$ cat src/rtl/adc_rx_pkg.sv
// rtl/adc_rx_pkg.sv - shared widths, helpers and FSM encoding for adc_frame_rx
package adc_rx_pkg;

  typedef enum logic {
    IDLE  = 1'b0,
    SHIFT = 1'b1
  } state_e;

  function automatic int clog2(input int v);
    int r;
    r = 0;
    for (int i = 0; i < 31; i++) begin
      if ((1 << i) < v) r = i + 1;
    end
    return r;
  endfunction

  // Channel tag is at least one bit wide so NUM_CH=1 still has a port.
  function automatic int ch_width(input int num_ch);
    return (num_ch <= 1) ? 1 : clog2(num_ch);
  endfunction

  function automatic int lvl_width(input int depth);
    return clog2(depth) + 1;
  endfunction

endpackage

$ cat src/rtl/sync_fifo_fwft.sv
// rtl/sync_fifo_fwft.sv - first-word-fall-through FIFO with occupancy and drop strobe
module sync_fifo_fwft
  import adc_rx_pkg::*;
#(
  parameter int WIDTH = 14,
  parameter int DEPTH = 4
) (
  input  logic                        clk,
  input  logic                        rst,
  input  logic                        push_i,
  input  logic [WIDTH-1:0]            din_i,
  input  logic                        pop_i,
  output logic [WIDTH-1:0]            dout_o,
  output logic                        valid_o,
  output logic [lvl_width(DEPTH)-1:0] level_o,
  output logic                        drop_o
);

  localparam int AW = clog2(DEPTH);
  localparam int LW = lvl_width(DEPTH);

  logic [WIDTH-1:0] mem_q [DEPTH];
  logic [AW-1:0]    wr_ptr_q, rd_ptr_q;
  logic [LW-1:0]    level_q;
  logic             full, pop_ok, wr_ok;

  assign full    = (level_q == LW'(DEPTH));
  assign valid_o = (level_q != '0);
  assign pop_ok  = pop_i & valid_o;
  // A simultaneous pop frees the slot, so a push into a full FIFO still lands.
  assign wr_ok   = push_i & (~full | pop_ok);
  assign drop_o  = push_i & full & ~pop_ok;
  assign dout_o  = valid_o ? mem_q[rd_ptr_q] : '0;
  assign level_o = level_q;

  always_ff @(posedge clk) begin
    if (wr_ok) mem_q[wr_ptr_q] <= din_i;
  end

  always_ff @(posedge clk) begin
    if (rst) begin
      wr_ptr_q <= '0;
      rd_ptr_q <= '0;
      level_q  <= '0;
    end else begin
      if (wr_ok)  wr_ptr_q <= wr_ptr_q + AW'(1);
      if (pop_ok) rd_ptr_q <= rd_ptr_q + AW'(1);
      level_q <= level_q + LW'(wr_ok) - LW'(pop_ok);
    end
  end

endmodule

$ cat src/rtl/adc_frame_rx.sv
// rtl/adc_frame_rx.sv - serial ADC frame receiver with field extract, channel tagging and output FIFO
module adc_frame_rx
  import adc_rx_pkg::*;
#(
  parameter int FRAME_BITS = 16,
  parameter int DATA_LSB   = 0,
  parameter int DATA_BITS  = 12,
  parameter int NUM_CH     = 1,
  parameter int FIFO_DEPTH = 4
) (
  input  logic                             clk,
  input  logic                             rst,
  input  logic                             en,
  input  logic                             sdata,
  input  logic                             clr_ovf,
  input  logic                             out_ready,
  output logic                             out_valid,
  output logic [DATA_BITS-1:0]             out_data,
  output logic [ch_width(NUM_CH)-1:0]      out_ch,
  output logic                             overflow,
  output logic                             busy,
  output logic [lvl_width(FIFO_DEPTH)-1:0] level
);

  localparam int CH_W = ch_width(NUM_CH);
  localparam int CW   = clog2(FRAME_BITS);

  state_e                state_q;
  logic [CW-1:0]         cnt_q;
  logic [FRAME_BITS-2:0] shreg_q;
  logic [CH_W-1:0]       ch_q, ch_nxt;
  logic                  busy_q, ovf_q;
  logic [FRAME_BITS-1:0] frame;
  logic                  last, drop;

  // The newest bit completes the frame combinationally on its sampling cycle.
  assign frame  = {shreg_q, sdata};
  assign last   = (state_q == SHIFT) && (cnt_q == CW'(FRAME_BITS - 1));
  assign ch_nxt = (ch_q == CH_W'(NUM_CH - 1)) ? '0 : ch_q + CH_W'(1);

  always_ff @(posedge clk) begin
    if (rst) begin
      state_q <= IDLE;
      cnt_q   <= '0;
      shreg_q <= '0;
      ch_q    <= '0;
      busy_q  <= 1'b0;
    end else begin
      case (state_q)
        IDLE: begin
          if (en) begin
            shreg_q <= frame[FRAME_BITS-2:0];
            cnt_q   <= CW'(1);
            state_q <= SHIFT;
            busy_q  <= 1'b1;
          end
        end
        SHIFT: begin
          shreg_q <= frame[FRAME_BITS-2:0];
          if (last) begin
            cnt_q   <= '0;
            ch_q    <= ch_nxt;
            state_q <= en ? SHIFT : IDLE;
            busy_q  <= en;
          end else if (!en) begin
            cnt_q   <= '0;
            state_q <= IDLE;
            busy_q  <= 1'b0;
          end else begin
            cnt_q <= cnt_q + CW'(1);
          end
        end
        default: state_q <= IDLE;
      endcase
    end
  end

  always_ff @(posedge clk) begin
    if (rst)          ovf_q <= 1'b0;
    else if (drop)    ovf_q <= 1'b1;
    else if (clr_ovf) ovf_q <= 1'b0;
  end

  sync_fifo_fwft #(
    .WIDTH(DATA_BITS + CH_W),
    .DEPTH(FIFO_DEPTH)
  ) u_fifo (
    .clk    (clk),
    .rst    (rst),
    .push_i (last),
    .din_i  ({frame[DATA_LSB +: DATA_BITS], ch_q}),
    .pop_i  (out_ready),
    .dout_o ({out_data, out_ch}),
    .valid_o(out_valid),
    .level_o(level),
    .drop_o (drop)
  );

  assign busy     = busy_q;
  assign overflow = ovf_q;

endmodule

$ cat config.mk
export PLATFORM = sky130hd
export DESIGN_NAME = adc_frame_rx
export DESIGN_NICKNAME = d
export VERILOG_FILES = /design/src/rtl/adc_rx_pkg.sv /design/src/rtl/sync_fifo_fwft.sv /design/src/rtl/adc_frame_rx.sv
export SDC_FILE = /design/constraint.sdc
export NUM_CORES = 1
export LEC_CHECK = 0
export BUFFER_PORTS_ARGS = -buffer_cell sky130_fd_sc_hd__buf_2
export CAP_MARGIN = 30
export CORE_UTILIZATION = 53
export DETAILED_ROUTE_END_ITERATION = 10
export PLACE_DENSITY = 0.72
export SLEW_MARGIN = 5
export SYNTH_ARGS = -nofsm -noshare
export SYNTH_HDL_FRONTEND = slang
export SYNTH_HIERARCHICAL = 1
export SYNTH_SLANG_ARGS = --single-unit
export TNS_END_PERCENT = 30
$ cat constraint.sdc
create_clock -name clk -period 3.5 [get_ports clk]
set_input_delay 0.175 -clock clk [delete_from_list [all_inputs] [get_ports clk]]
set_output_delay 0.175 -clock clk [all_outputs]
set_load 0.02 [all_outputs]
==> summary.txt <==
Vert. Die Dim: 79.29 um
Final Instance Count excl. Fillers: 327
synth-to-layout area growth: 11.66%
Unique masters post-synth: 38
ant diodes: 0
Seq/Total Area, Yosys: 66.40%
pwr dens: 457.9 mW/mm^2
Clock power frac: 37.0%
Post-CTS Repair Setup Buffers: 0
critical path fanouts, max: 7
Skew-Pair Late Insertion Delay: 0.34 ns
FF-to-FF Start: cnt_q[0]
drt wl/cell: 15.24 um
Clk pin slew, worst setup/hold paths: 0.08 ns
drt drc: 0
Req. time, crit path: 3.77 ns
number of antenna violations at the first check in global routing: 0
Critical Path AT: 2.98 ns
Post-CTS Resized: 0
layout cell share with drive strength beyond 1: 23.14%
Worst R2R Path Depth: 13
r2r setup slk: 0.79 ns
DR vias/cell: 5.171
RSZ-0062 raised after global routing: false
YS warnings: 6
final count of pins violating max slew: 0
reg2reg end: u_fifo/level_o[2]
crit-path cells: ha_1 > nand3_1 > nor2_1 > nor2b_2 > inv_1 > ha_1 > inv_1 > ha_1 > inv_1 > fa_1 > xor2_1 > and2_1 > nor3_1
CTS tree: built
final WL: 4.983 mm
slowest CP cell: dfxtp_1
Final Hold Vio Count: 0
setup TNS: 0 ns
maxcap violations: 0
Mapped Area: 0.003166 sq mm
placed instance area: 0.003352 sq mm
Initial Utilization: 56.11%
status: finished, final reports clean
via count: 1691
Detailed Route Iter0 Violations: 69
full die area: 0.006286 sq mm
CTS Hold Bufs: 0
crit path capture: u_fifo/level_o[2]
nature of the critical path endpoint: register
Place WS: 0.8444 ns
switch share: 21.20%
Gate Count Post-Synth: 219
global placer's final weighted congestion: 0.7495
period utilisation layout: 77.44%
switching power: 0.0003430 W
die width: 79.29 um
IO Pins: 25
Int Pwr: 0.001275 W
final setup violation count: 0
number of global-route vias before repair: 1666
clk sinks: 79
Worst VDD drop: 230.2 uV
final HPWL from detailed placement: 3.178 mm
GRT overflow: 0
dpl cells: 311
Buffers on Ports: 24
part of the power in registers: 61.4%
H-tree Lvls: 3
Worst setup SP type: register
Mapped Avg Cell Area: 14.45 sq um
final worst-path setup slack: 0.7894 ns
worst-case clock buffer depth: 2
Fin Clk Skew: 0.007208 ns
min cycle time layout: 2.711 ns
Core Util, Final: 62.65%
drt pass-1 iters: 4
Worst Hold Class: in -> reg
static leakage: 1.260 nW
Slew headroom: 39.83%
core box area: 0.005642 sq mm
Design Area, Final: 0.003535 sq mm
# nets final: 264
Max Freq: 368.9 MHz
Core Rows: 27
register bit count reported by yosys: 79
Clk Tree Root Cell: clkbuf_8
final antenna-violating net count: 0
Logic pwr share: 1.7%
number of buffers created by CTS: 9
crit-path max cell delay: 0.38 ns
largest net degree at the start of global routing: 29
Setup crit start: cnt_q[0]
worst slew pin tran: 0.8993 ns
critical path class: reg -> reg
first-pass GRT wire length: 8.010 mm
GRT Overall Usage: 17.74%
-- synthesized netlist by cell type --
cell	count	area (sq um)
buf_2	4	20.02
buf_6	1	11.26
a21oi_1	16	80.08
conb_1	1	3.750
edfxtp_1	52	1562
or3_1	1	6.260
nand4_1	1	6.260
o31ai_1	1	7.510
mux4_2	10	225.2
inv_1	11	41.29
ha_1	7	87.58
a311oi_1	1	8.760
mux2i_1	1	10.01
dfxtp_1	27	540.5
nor3_2	1	10.01
nand3b_1	1	7.510
nor3_1	2	10.01
nor2_1	11	41.29
and2_1	6	37.54
and2_4	1	8.760
fa_1	1	20.02
or2_2	1	6.260
mux4_1	3	78.83
nand2_1	25	93.84
o21ai_0	2	10.01
and3b_1	1	8.760
nand2b_1	2	12.51
mux2_4	1	15.01
nor2b_2	1	8.760
a32oi_1	1	8.760
nor4b_2	1	15.01
nor2b_4	2	27.53
or3b_1	1	8.760
a31oi_1	1	6.260
nand3_1	2	10.01
clkbuf_1	3	11.26
nor2b_1	13	81.33
xor2_1	2	17.52
-- area by class of cell --
cell class	instances	area (sq um)
Inverter	11	41.29
Clock inverter	6	45.04
Clock buffer	10	137.6
Timing Repair Buffer	25	127.6
Tap cell	72	90.09
Fill cell	433	2107
Multi-Input combinational cell	124	991.0
Sequential cell	79	2102
-- layout by cell type (no fill, tap or decap), types with 2 or more instances in the layout --
| cell | instances |
|---|---|
| o21ai_0 | 2 |
| edfxtp_1 | 52 |
| clkbuf_8 | 10 |
| a21oi_1 | 16 |
| mux4_1 | 3 |
| buf_2 | 24 |
| dfxtp_1 | 27 |
| conb_1 | 4 |
| nand2b_1 | 2 |
| nor2b_4 | 2 |
| nor3_1 | 2 |
| ha_1 | 7 |
| clkinvlp_4 | 3 |
| mux4_2 | 10 |
| xor2_1 | 2 |
| nand2_1 | 25 |
| inv_1 | 11 |
| nor2b_1 | 13 |
| nand3_1 | 2 |
| nor2_1 | 11 |
| and2_1 | 6 |
-- worst min-delay path by stage --
stage / start / depth (start not counted) / to / slack, ns
3_3_place_gp: sdata / 1 / u_fifo/mem_q[2][1] / 0.41
2_1_floorplan: sdata / 0 / u_fifo/mem_q[0][1] / 0.27
6_report: sdata / 1 / u_fifo/mem_q[2][1] / 0.07
3_5_place_dp: sdata / 1 / u_fifo/mem_q[2][1] / 0.42
5_1_grt: sdata / 1 / u_fifo/mem_q[2][1] / 0.06
4_1_cts: sdata / 1 / u_fifo/mem_q[2][1] / 0.06
-- power by group through the flow --
stage	Sequential (W)	Combinational [W]	Clock, W
finish	0.000993	0.0000271	0.000598
global route	0.000994	0.0000306	0.000656
CTS	0.000993	0.0000271	0.000615
detailed placement	0.00101	0.0000269	0
global placement	0.00101	0.0000269	0
floorplan	0.00101	0.0000177	0
-- layer usage --
metal / vias to the layer above / track usage (%) / routed length [um]
met5: - / 0 / 0
met4: 0 / 9.636 / 80
met3: 8 / 3.448 / 120
met2: 24 / 29.48 / 2554
met1: 816 / 21.82 / 2228
li1: 843 / - / -
-- stage by stage --
stage                     power (W)  hold slack (ns)
after floorplan            0.001032           0.2739
after global placement     0.001041           0.4134
after detailed placement   0.001041           0.4210
after CTS                  0.001635          0.06345
after global routing       0.001680          0.06234
final                      0.001618          0.07496
-- critical path: cells and delay by family, from the launching register on --
kind / cells / cell delay (ns)
adder cells (fa/ha/maj): 4 / 1.02
AND/OR/NAND/NOR: 5 / 0.91
flip-flops: 1 / 0.38
buffers and inverters: 3 / 0.20
XOR/XNOR: 1 / 0.16
-- flip-flops by register name, summed over array words and instances (netlist names), named ones only --
| name | flops |
|---|---|
| shreg_q | 11 |
| u_fifo/wr_ptr_q | 2 |
| busy | 1 |
| state_q | 1 |
| u_fifo/mem_q | 52 |
| u_fifo/rd_ptr_q | 2 |
| u_fifo/level_o | 3 |
| cnt_q | 4 |
| overflow | 1 |
-- kinds of logic (layout without fill, tap and decap cells) --
family                     Yosys count  count (layout)  synth area share (%)
xor gates and xnor gates             2               2                0.5535
and+or+nand+nor                     73              73                 12.65
adders and majority gates            8               8                 3.399
DFF                                 79              79                 66.40
buffers and inverters               19              52                 2.648
muxes                               15              15                 10.40
other                                1               4                0.1185
AOI/OAI and AO/OA                   22              22                 3.834
No activity file was read; power rests on OpenSTA's default activity.
